$ cat src/rtl/dispense_valve_ctrl.sv
// Beverage dispense valve controller: takes a beverage code, waits for a cup,
// pours for a fixed time and tracks per-valve servings.
module dispense_valve_ctrl #(
    parameter int unsigned POUR_CYCLES = 20,
    parameter int unsigned CUP_TIMEOUT = 50,
    parameter int unsigned STOCK_W     = 4,
    parameter int unsigned STOCK_MAX   = 15
) (
    input  logic       clk,
    input  logic       reset,
    input  logic [4:0] Despacho,
    input  logic       Cup,
    input  logic       Clear,
    input  logic       Refill,
    output logic [7:0] Valve,
    output logic       Busy,
    output logic       Done,
    output logic       Error,
    output logic [1:0] ErrCode,
    output logic [7:0] Empty
);

    // One shared down-counter serves both the cup wait and the pour timer.
    localparam int unsigned CntMax = (CUP_TIMEOUT > POUR_CYCLES) ? CUP_TIMEOUT : POUR_CYCLES;
    localparam int unsigned CntW   = (CntMax > 1) ? $clog2(CntMax) : 1;
    localparam logic [CntW-1:0]    WaitLoad  = CntW'(CUP_TIMEOUT - 1);
    localparam logic [CntW-1:0]    PourLoad  = CntW'(POUR_CYCLES - 1);
    localparam logic [STOCK_W-1:0] StockFull = STOCK_W'(STOCK_MAX);

    typedef enum logic [2:0] {StIdle, StWaitCup, StPour, StDone, StFault} state_e;

    state_e             state_q, state_d;
    logic [4:0]         desp_prev_q;
    logic [2:0]         idx_q, idx_d;
    logic [CntW-1:0]    cnt_q, cnt_d;
    logic [1:0]         err_q, err_d;
    logic [STOCK_W-1:0] stock_q [8];
    logic [STOCK_W-1:0] stock_d [8];
    logic               req;
    logic               code_ok;
    logic               pour_end;
    logic [4:0]         code_m1;

    // A request is the rising transition of Despacho away from zero.
    assign req     = (Despacho != 5'd0) && (desp_prev_q == 5'd0);
    assign code_ok = (Despacho <= 5'd8);
    assign code_m1 = Despacho - 5'd1;

    // State register.
    always_ff @(posedge clk or negedge reset) begin
        if (!reset) begin
            state_q <= StIdle;
        end else begin
            state_q <= state_d;
        end
    end

    // Datapath registers: edge detector, latched valve index, timer, error code, stock.
    always_ff @(posedge clk or negedge reset) begin
        if (!reset) begin
            desp_prev_q <= 5'd0;
            idx_q       <= 3'd0;
            cnt_q       <= '0;
            err_q       <= 2'b00;
            for (int k = 0; k < 8; k++) begin
                stock_q[k] <= StockFull;
            end
        end else begin
            desp_prev_q <= Despacho;
            idx_q       <= idx_d;
            cnt_q       <= cnt_d;
            err_q       <= err_d;
            for (int k = 0; k < 8; k++) begin
                stock_q[k] <= stock_d[k];
            end
        end
    end

    // Next-state and datapath update logic.
    always_comb begin
        state_d  = state_q;
        idx_d    = idx_q;
        cnt_d    = cnt_q;
        err_d    = err_q;
        pour_end = 1'b0;
        unique case (state_q)
            StIdle: begin
                if (req && code_ok) begin
                    idx_d = code_m1[2:0];
                    if (stock_q[code_m1[2:0]] == '0) begin
                        state_d = StFault;
                        err_d   = 2'b01;
                    end else begin
                        state_d = StWaitCup;
                        cnt_d   = WaitLoad;
                    end
                end
            end
            StWaitCup: begin
                if (Cup) begin
                    state_d = StPour;
                    cnt_d   = PourLoad;
                end else if (cnt_q == '0) begin
                    state_d = StFault;
                    err_d   = 2'b10;
                end else begin
                    cnt_d = cnt_q - 1'b1;
                end
            end
            StPour: begin
                if (!Cup) begin
                    state_d = StFault;
                    err_d   = 2'b11;
                end else if (cnt_q == '0) begin
                    state_d  = StDone;
                    pour_end = 1'b1;
                end else begin
                    cnt_d = cnt_q - 1'b1;
                end
            end
            StDone: begin
                state_d = StIdle;
            end
            StFault: begin
                if (Clear) begin
                    state_d = StIdle;
                    err_d   = 2'b00;
                end
            end
            default: begin
                state_d = StIdle;
            end
        endcase
    end

    // Stock update: refill first, then the completed serving is taken off.
    always_comb begin
        for (int k = 0; k < 8; k++) begin
            stock_d[k] = Refill ? StockFull : stock_q[k];
            if (pour_end && (idx_q == 3'(k)) && (stock_d[k] != '0)) begin
                stock_d[k] = stock_d[k] - 1'b1;
            end
        end
    end

    // Moore outputs decoded from state; valve closes as soon as state leaves StPour.
    always_comb begin
        Valve = 8'd0;
        Busy  = (state_q != StIdle);
        Done  = (state_q == StDone);
        Error = (state_q == StFault);
        if (state_q == StPour) begin
            Valve[idx_q] = 1'b1;
        end
    end

    // Empty flags straight from the stock counters.
    always_comb begin
        for (int k = 0; k < 8; k++) begin
            Empty[k] = (stock_q[k] == '0);
        end
    end

    assign ErrCode = err_q;

endmodule

$ cat config.mk
export PLATFORM = sky130hd
export DESIGN_NAME = dispense_valve_ctrl
export DESIGN_NICKNAME = d
export VERILOG_FILES = /design/src/rtl/dispense_valve_ctrl.sv
export SDC_FILE = /design/constraint.sdc
export NUM_CORES = 1
export LEC_CHECK = 0
export ABC_AREA = 0
export CAP_MARGIN = 20
export CORE_MARGIN = 5
export CORE_UTILIZATION = 59
export CTS_BUF_LIST = sky130_fd_sc_hd__clkbuf_8
export DETAILED_ROUTE_END_ITERATION = 10
export HOLD_SLACK_MARGIN = 0.08
export PLACE_DENSITY = 0.89
export RECOVER_POWER = 50
export SYNTH_ARGS = -nofsm -noshare
export SYNTH_HDL_FRONTEND = slang
export SYNTH_SLANG_ARGS = --single-unit
$ cat constraint.sdc
create_clock -name clk -period 3 [get_ports clk]
set_clock_uncertainty 0.15 [all_clocks]
set_input_delay 0.6 -clock clk [delete_from_list [all_inputs] [get_ports clk]]
set_output_delay 0.6 -clock clk [all_outputs]
set_load 0.005 [all_outputs]
==> results of run 1 <==
==> cell type report <==
type                    count  area, um2  share of cell area, %
clock buffers               5      68.82                  1.972
clock inverters             3      11.26                 0.3227
inverters                  14      52.55                  1.506
multi-input cells         224       1521                  43.60
flip-flops and latches     51       1316                  37.72
well taps                  67      83.83                  2.402
repair buffers             49      435.4                  12.48
==> repair_timing <==
action	4_1_cts	5_1_grt
buffers inserted	0	0
gates resized for setup	0	2
setup endpoints to repair	0	2
==> state kept, by name, summed over array words and instances, names as in the netlist <==
| register | count |
|---|---|
| state_q | 3 |
| cnt_q | 6 |
| ErrCode | 2 |
| idx_q | 3 |
| desp_prev_q | 5 |
| stock_q | 32 |
==> routing by layer <==
metal | track usage [%] | up-vias | routed length [um]
met5 | 0 | - | 0
met4 | 9.966 | 0 | 206
met3 | 4.821 | 16 | 367
met2 | 36.67 | 87 | 3048
met1 | 29.31 | 1169 | 2844
li1 | - | 1162 | -
==> synthesized netlist by cell type (4+ instances only) <==
cell / n
nand2b_1: 14
nor4_1: 16
dfstp_2: 32
nor2b_1: 5
xnor2_1: 14
a21oi_1: 7
xor2_1: 13
inv_1: 14
ha_1: 11
nand3_1: 9
mux2i_1: 7
o21ai_0: 9
clkbuf_1: 9
a22oi_1: 4
dfrtp_1: 19
nand2_1: 16
nor4b_1: 4
nor3_1: 14
nor2_1: 40
==> through the flow <==
stage | power (uW) | setup slack [ps] | utilization (%) | area [um2] | cells
2_1_floorplan | 1395 | 290.2 | - | 2927 | 300
3_3_place_gp | 1666 | -70.93 | 71.87 | 3417 | 405
3_5_place_dp | 1684 | -143.3 | 71.87 | 3417 | 405
4_1_cts | 2057 | 47.36 | 73.55 | 3497 | 413
5_1_grt | 2199 | 34.38 | 73.39 | 3490 | 413
6_report | 2052 | 118.9 | 73.39 | 3490 | 413
==> how the worst max path moves through the flow <==
stage | end | startpoint | slack, ps | cells past startpoint
finish | ErrCode[0]$_DFFE_PN0P_ | Despacho[4] | 120 | 6
global route | cnt_q[5]$_DFFE_PN0P_ | Despacho[0] | 30 | 10
CTS | Valve[2] | state_q[2]$_DFFE_PN0P_ | 50 | 4
detailed placement | cnt_q[2]$_DFFE_PN0P_ | Despacho[0] | -140 | 9
global placement | cnt_q[2]$_DFFE_PN0P_ | Despacho[0] | -70 | 9
floorplan | cnt_q[2]$_DFFE_PN0P_ | Despacho[4] | 290 | 6
==> power by group through the flow <==
| stage | clock network [uW] | logic [uW] | registers, uW |
|---|---|---|---|
| after global placement | 0 | 774 | 891 |
| after floorplan | 0 | 557 | 839 |
| after global routing | 413 | 880 | 906 |
| after detailed placement | 0 | 787 | 898 |
| after CTS | 379 | 792 | 886 |
| final | 370 | 791 | 891 |
==> cell families after synthesis <==
| family | after synthesis | synth area share, % |
|---|---|---|
| and+or+nand+nor | 135 | 25.48 |
| AOI/OAI and AO/OA | 42 | 10.05 |
| adders and majority gates | 11 | 4.703 |
| muxes | 9 | 3.420 |
| xor gates and xnor gates | 27 | 8.080 |
| buffers and inverters | 25 | 3.292 |
| DFF | 51 | 44.98 |
==> results_dict.tcl, run 1 <==
set metrics [dict create \
    outcome "complete, but fails checks" \
    violations "capacitance limit, slew limit" \
    seqPwrFrac_pct 43.4 \
    layout_commonest_cell "nor2_1" \
    dr.pass1.iters 7 \
    diodes 0 \
    r2r-end "ErrCode[0]$_DFFE_PN0P_" \
    layout-drive-gt1-share_pct 17.63 \
    die_height_um 80.43 \
    cap_violations 1 \
    io_pins 31 \
    drtIter0Drc 140 \
    required_ps 3050 \
    hpwl_um 4807 \
    reg2regPathDepth 8 \
    async_flop_share_pct 100.0 \
    crit_chain "dlygate4sd3_1 -> or4_1 -> nor4_4 -> o221ai_1 -> or4_4 -> mux2_4" \
    yosysWarnings 0 \
    critPathMaxFanout 4 \
    n_fill_cell 360 \
    grt.total_usage_pct 22.72 \
    syn_inst 300 \
    wl_per_cell_um 15.66 \
    antenna_found_initial 0 \
    finalSetupTns_ps 0 \
    finalHoldViolations 0 \
    syn_area_mm2 0.002927 \
    place.gp.congestion 0.8783 \
    final_nets 366 \
    holdPathStages 1 \
    synth_fp_nets 321 \
    switchingPower_uw 725.5 \
    wirelength_um 6466 \
    synth.avg_cell_area_um2 9.755 \
    antenna_left 0 \
    synthFlopType "dfstp_2" \
    ys_top_cells_by_area "dfstp_2 (29%), dfrtp_1 (16%), nor2_1 (5.1%), ha_1 (4.7%), xnor2_1 (4.2%)" \
    root_buffer "clkbuf_8" \
    cts_hold_buf 0 \
    power_leakage_uw 0.001418 \
    initial_core_util_pct 61.55 \
    die_w_um 80.43 \
    vias_per_cell 5.893 \
    crit_arrival_ps 2930 \
    synthToLayoutAreaGrowth_pct 19.24 \
    synth-seq-cells 51 \
    mostFrequentLayoutCells "nor2_1 (39), dfstp_2 (32), clkdlybuf4s50_1 (25)" \
    clock.fmax_mhz 347.1 \
    end_kind "register" \
    hold_slack_ps 368.6 \
    grt_overflow 0 \
    synth_edf_count 0 \
    num_rows 25 \
    die_area_mm2 0.006469 \
    grt_pass1_vias 2524 \
    coreArea_mm2 0.004755 \
    clkPwrFrac_pct 18.0 \
    seq_area_frac_synth_pct 44.98 \
    finalSetupViolations 0 \
    htree_levels 2 \
    timing.final.crit_share_pct 96.04 \
    hp-class "register to register" \
    synth_top_area_share_pct 28.73 \
    p_int_uw 1327 \
    grt_pass1_wl_um 11510 \
    clock_sinks 51 \
    synth_cell_types 47 \
    yosys.area.top_type "dfstp_2" \
    maxSlewViolCount 38 \
    p_per_area_mw_per_mm2 588.1 \
    cp-start-kind "input port" \
    vias 2434 \
    io_buffer_count 30 \
    cts_buffer_depth 2 \
    hp-start "ErrCode[1]$_DFFE_PN0P_" \
    relSlewSlack_pct -27.19 \
    path_delay_family "simple AND/OR/NAND/NOR gates" \
    reg2reg_from "cnt_q[0]$_DFFE_PN0P_" \
    worst_pin_slew_ps 1908 \
    crit_type "input port to register" \
    min_period_ps 2881 \
    switching_share_pct 35.35 \
    numCtsBuffers 5 \
    drc 0 \
    slowest_delay_ps 560 \
    peakVddDrop_mv 0.2895 \
    path_buf_inv 1 \
    combinationalPowerShare_pct 38.5 \
    rrSetupSlack_ps 330 \
    crit_slowest_cell "or4_1" \
    min_to "ErrCode[1]$_DFFE_PN0P_" \
    grt_max_degree 40 \
    cts_tree "done" \
    clk_latency_ps 300 \
    clk_pin_slew_ps 90 \
    rsz0062_at_grt "no" \
]
No activity file was read; power rests on OpenSTA's default activity.
==> inputs of run 2 (changes only) <==
Settings changed: CAP_MARGIN 20 to 15.
==> results of run 2 <==
Same layout as run 1: the final DEF is identical, and so are final timing and power.
==> inputs of run 3 (changes only) <==
Settings changed: PLACE_DENSITY 0.89 to 0.83, SLEW_MARGIN from default to 20.
==> run 3 against run 2 <==
  * The run still ends with capacitance limit, slew limit left
  * Non-clock buffer count increased by 2
  * Fmax increased by 2.0%
  * Count of clock-buffer cells in the layout increased by 1
  * Combinational power increased by 2%
  * Worst setup slack improved by 57 ps
  * Die area unchanged
  * First-iteration DRC count decreased by 13%
  * Power increased by 1.6%
  * Via count decreased by 0.45%
  * Global-route usage decreased by 0.75 points
  * Wire length decreased by 2.2%
  * Sequential power decreased by 2%
  * Critical path type unchanged
==> results_dict.tcl, run 3 (same netlist as run 1, synthesis figures left out) <==
set metrics [dict create \
    outcome "complete, but fails checks" \
    violations "capacitance limit, slew limit" \
    synthToLayoutAreaGrowth_pct 20.01 \
    drtIter0Drc 122 \
    worst_pin_slew_ps 1565 \
    grt_pass1_wl_um 11160 \
    num_rows 25 \
    wirelength_um 6324 \
    path_delay_family "compound AO/OA/AOI/OAI gates" \
    hp-class "register to register" \
    layout_commonest_cell "nor2_1" \
    post-cts-setup-buffer-count 0 \
    required_ps 3040 \
    place.gp.congestion 0.9290 \
    io_buffer_count 30 \
    slowest_delay_ps 470 \
    cts_tree "done" \
    hpwl_um 4738 \
    post_cts_resized 0 \
    antenna_left 0 \
    mostFrequentLayoutCells "nor2_1 (40), dfstp_2 (32), clkdlybuf4s50_1 (25)" \
    diodes 0 \
    post-place-ws_ps -140.2 \
    reg.largest.list "stock_q: 32 flops, cnt_q: 6 flops, desp_prev_q: 5 flops" \
    crit_chain "clkdlybuf4s50_1 -> inv_1 -> ha_1 -> nor2b_1 -> a22oi_1 -> nand2_1 -> a22o_1 -> or2_2 -> a221o_1" \
    dr.pass1.iters 4 \
    rsz0062_at_grt "no" \
    finalSetupViolations 0 \
    layout-drive-gt1-share_pct 18.39 \
    clk_pin_slew_ps 90 \
    maxSlewViolCount 31 \
    largest_reg_flops 32 \
    grt_max_degree 40 \
    htree_levels 2 \
    cts_buffer_depth 2 \
    wl_per_cell_um 15.24 \
    relSlewSlack_pct -4.330 \
    min_period_ps 2824 \
    grt_overflow 0 \
    grt_pass1_vias 2433 \
    timing.final.crit_share_pct 94.13 \
    dpl_cell_area_mm2 0.003432 \
    path_buf_inv 2 \
    die_w_um 80.43 \
    finalWorstSetupSlack_ps 176.2 \
    cts_hold_buf 0 \
    final_nets 368 \
    clock.fmax_mhz 354.1 \
    finalHoldViolations 0 \
    power_leakage_uw 0.001428 \
    vias_per_cell 5.839 \
    coreArea_mm2 0.004755 \
    reg2reg_from "cnt_q[0]$_DFFE_PN0P_" \
    drc 0 \
    numCtsBuffers 5 \
    root_buffer "clkbuf_8" \
    peakVddDrop_mv 0.3814 \
    die_area_mm2 0.006469 \
    antenna_found_initial 0 \
    critPathLaunch "Despacho[0]" \
    cp-start-kind "input port" \
    vias 2423 \
    fin_area_mm2 0.003512 \
    regMostFlops "stock_q" \
    crit_arrival_ps 2860 \
    critPathMaxFanout 5 \
    clk_latency_ps 300 \
    crit_type "input port to register" \
    initial_core_util_pct 61.55 \
    io_pins 31 \
    cap_violations 1 \
    clock_sinks 51 \
    end_kind "register" \
    crit_slowest_cell "clkdlybuf4s50_1" \
    p_per_area_mw_per_mm2 593.8 \
    n_fill_cell 368 \
    die_height_um 80.43 \
    hp-start "ErrCode[0]$_DFFE_PN0P_" \
    hold_slack_ps 361.7 \
    grt.total_usage_pct 21.97 \
]
==> run 3: cell types whose count changed in the layout (fill, tap and decap cells not counted) <==
| cell | before | now |
|---|---|---|
| nor3_2 | 1 | 0 |
| clkinv_2 | 0 | 1 |
| clkbuf_1 | 4 | 3 |
| nor2_1 | 39 | 40 |
| nor3_1 | 13 | 14 |
| nor2_2 | 1 | 0 |
| inv_1 | 17 | 15 |
| clkbuf_8 | 5 | 6 |
| buf_4 | 14 | 17 |
==> run 3: area by class of cell <==
cell class / count / area (um2) / share of cell area [%]
well taps: 67 / 83.83 / 2.387
multi-input cells: 224 / 1514 / 43.11
repair buffers: 51 / 454.2 / 12.93
inverters: 14 / 52.55 / 1.496
clock buffers: 6 / 82.58 / 2.351
flip-flops and latches: 51 / 1316 / 37.48
clock inverters: 2 / 8.758 / 0.2494
==> run 3: stage by stage <==
step	cells	TNS (ps)	util, %	power (uW)
detailed placement	407	-685.0	72.18	1695
global placement	407	-237.7	72.18	1685
floorplan	300	0	-	1395
CTS	415	0	74.11	2099
global route	415	0	73.87	2240
finish	415	0	73.87	2085
==> run 3: power by group <==
group	internal, uW	switching [uW]
logic	408	401
clock network	183	220
registers	769	104
total	1360	725
==> run 3: final timing paths <==
| kind | endpoint | slack [ps] | cells after the start |
|---|---|---|---|
| min | ErrCode[0]$_DFFE_PN0P_ | 360 | 1 |
| max in group asynchronous | stock_q[27]$_DFF_PN1_ | 890 | 2 |
| min reg2reg | ErrCode[0]$_DFFE_PN0P_ | 360 | 1 |
| max reg2reg | ErrCode[1]$_DFFE_PN0P_ | 340 | 8 |
| min in group asynchronous | desp_prev_q[0]$_DFF_PN0_ | 530 | 1 |
| max | cnt_q[2]$_DFFE_PN0P_ | 180 | 9 |
==> run 3: per-layer routing <==
layer  wire (um)  vias up  track usage (%)
met5           0        -                0
met2        2996       76            35.26
met4         104        0            5.574
met3         342       14            5.830
met1        2880     1169            29.53
li1            -     1164                -
==> run 3: worst reg2reg max path, cell delays in order (launching register included) <==
cell and delay (ps):
dfrtp_1 420, inv_1 70, ha_1 180, nor4b_4 220, or4b_1 450, a21oi_1 160, o221ai_1 140, or4_4 460
mux2_4 310
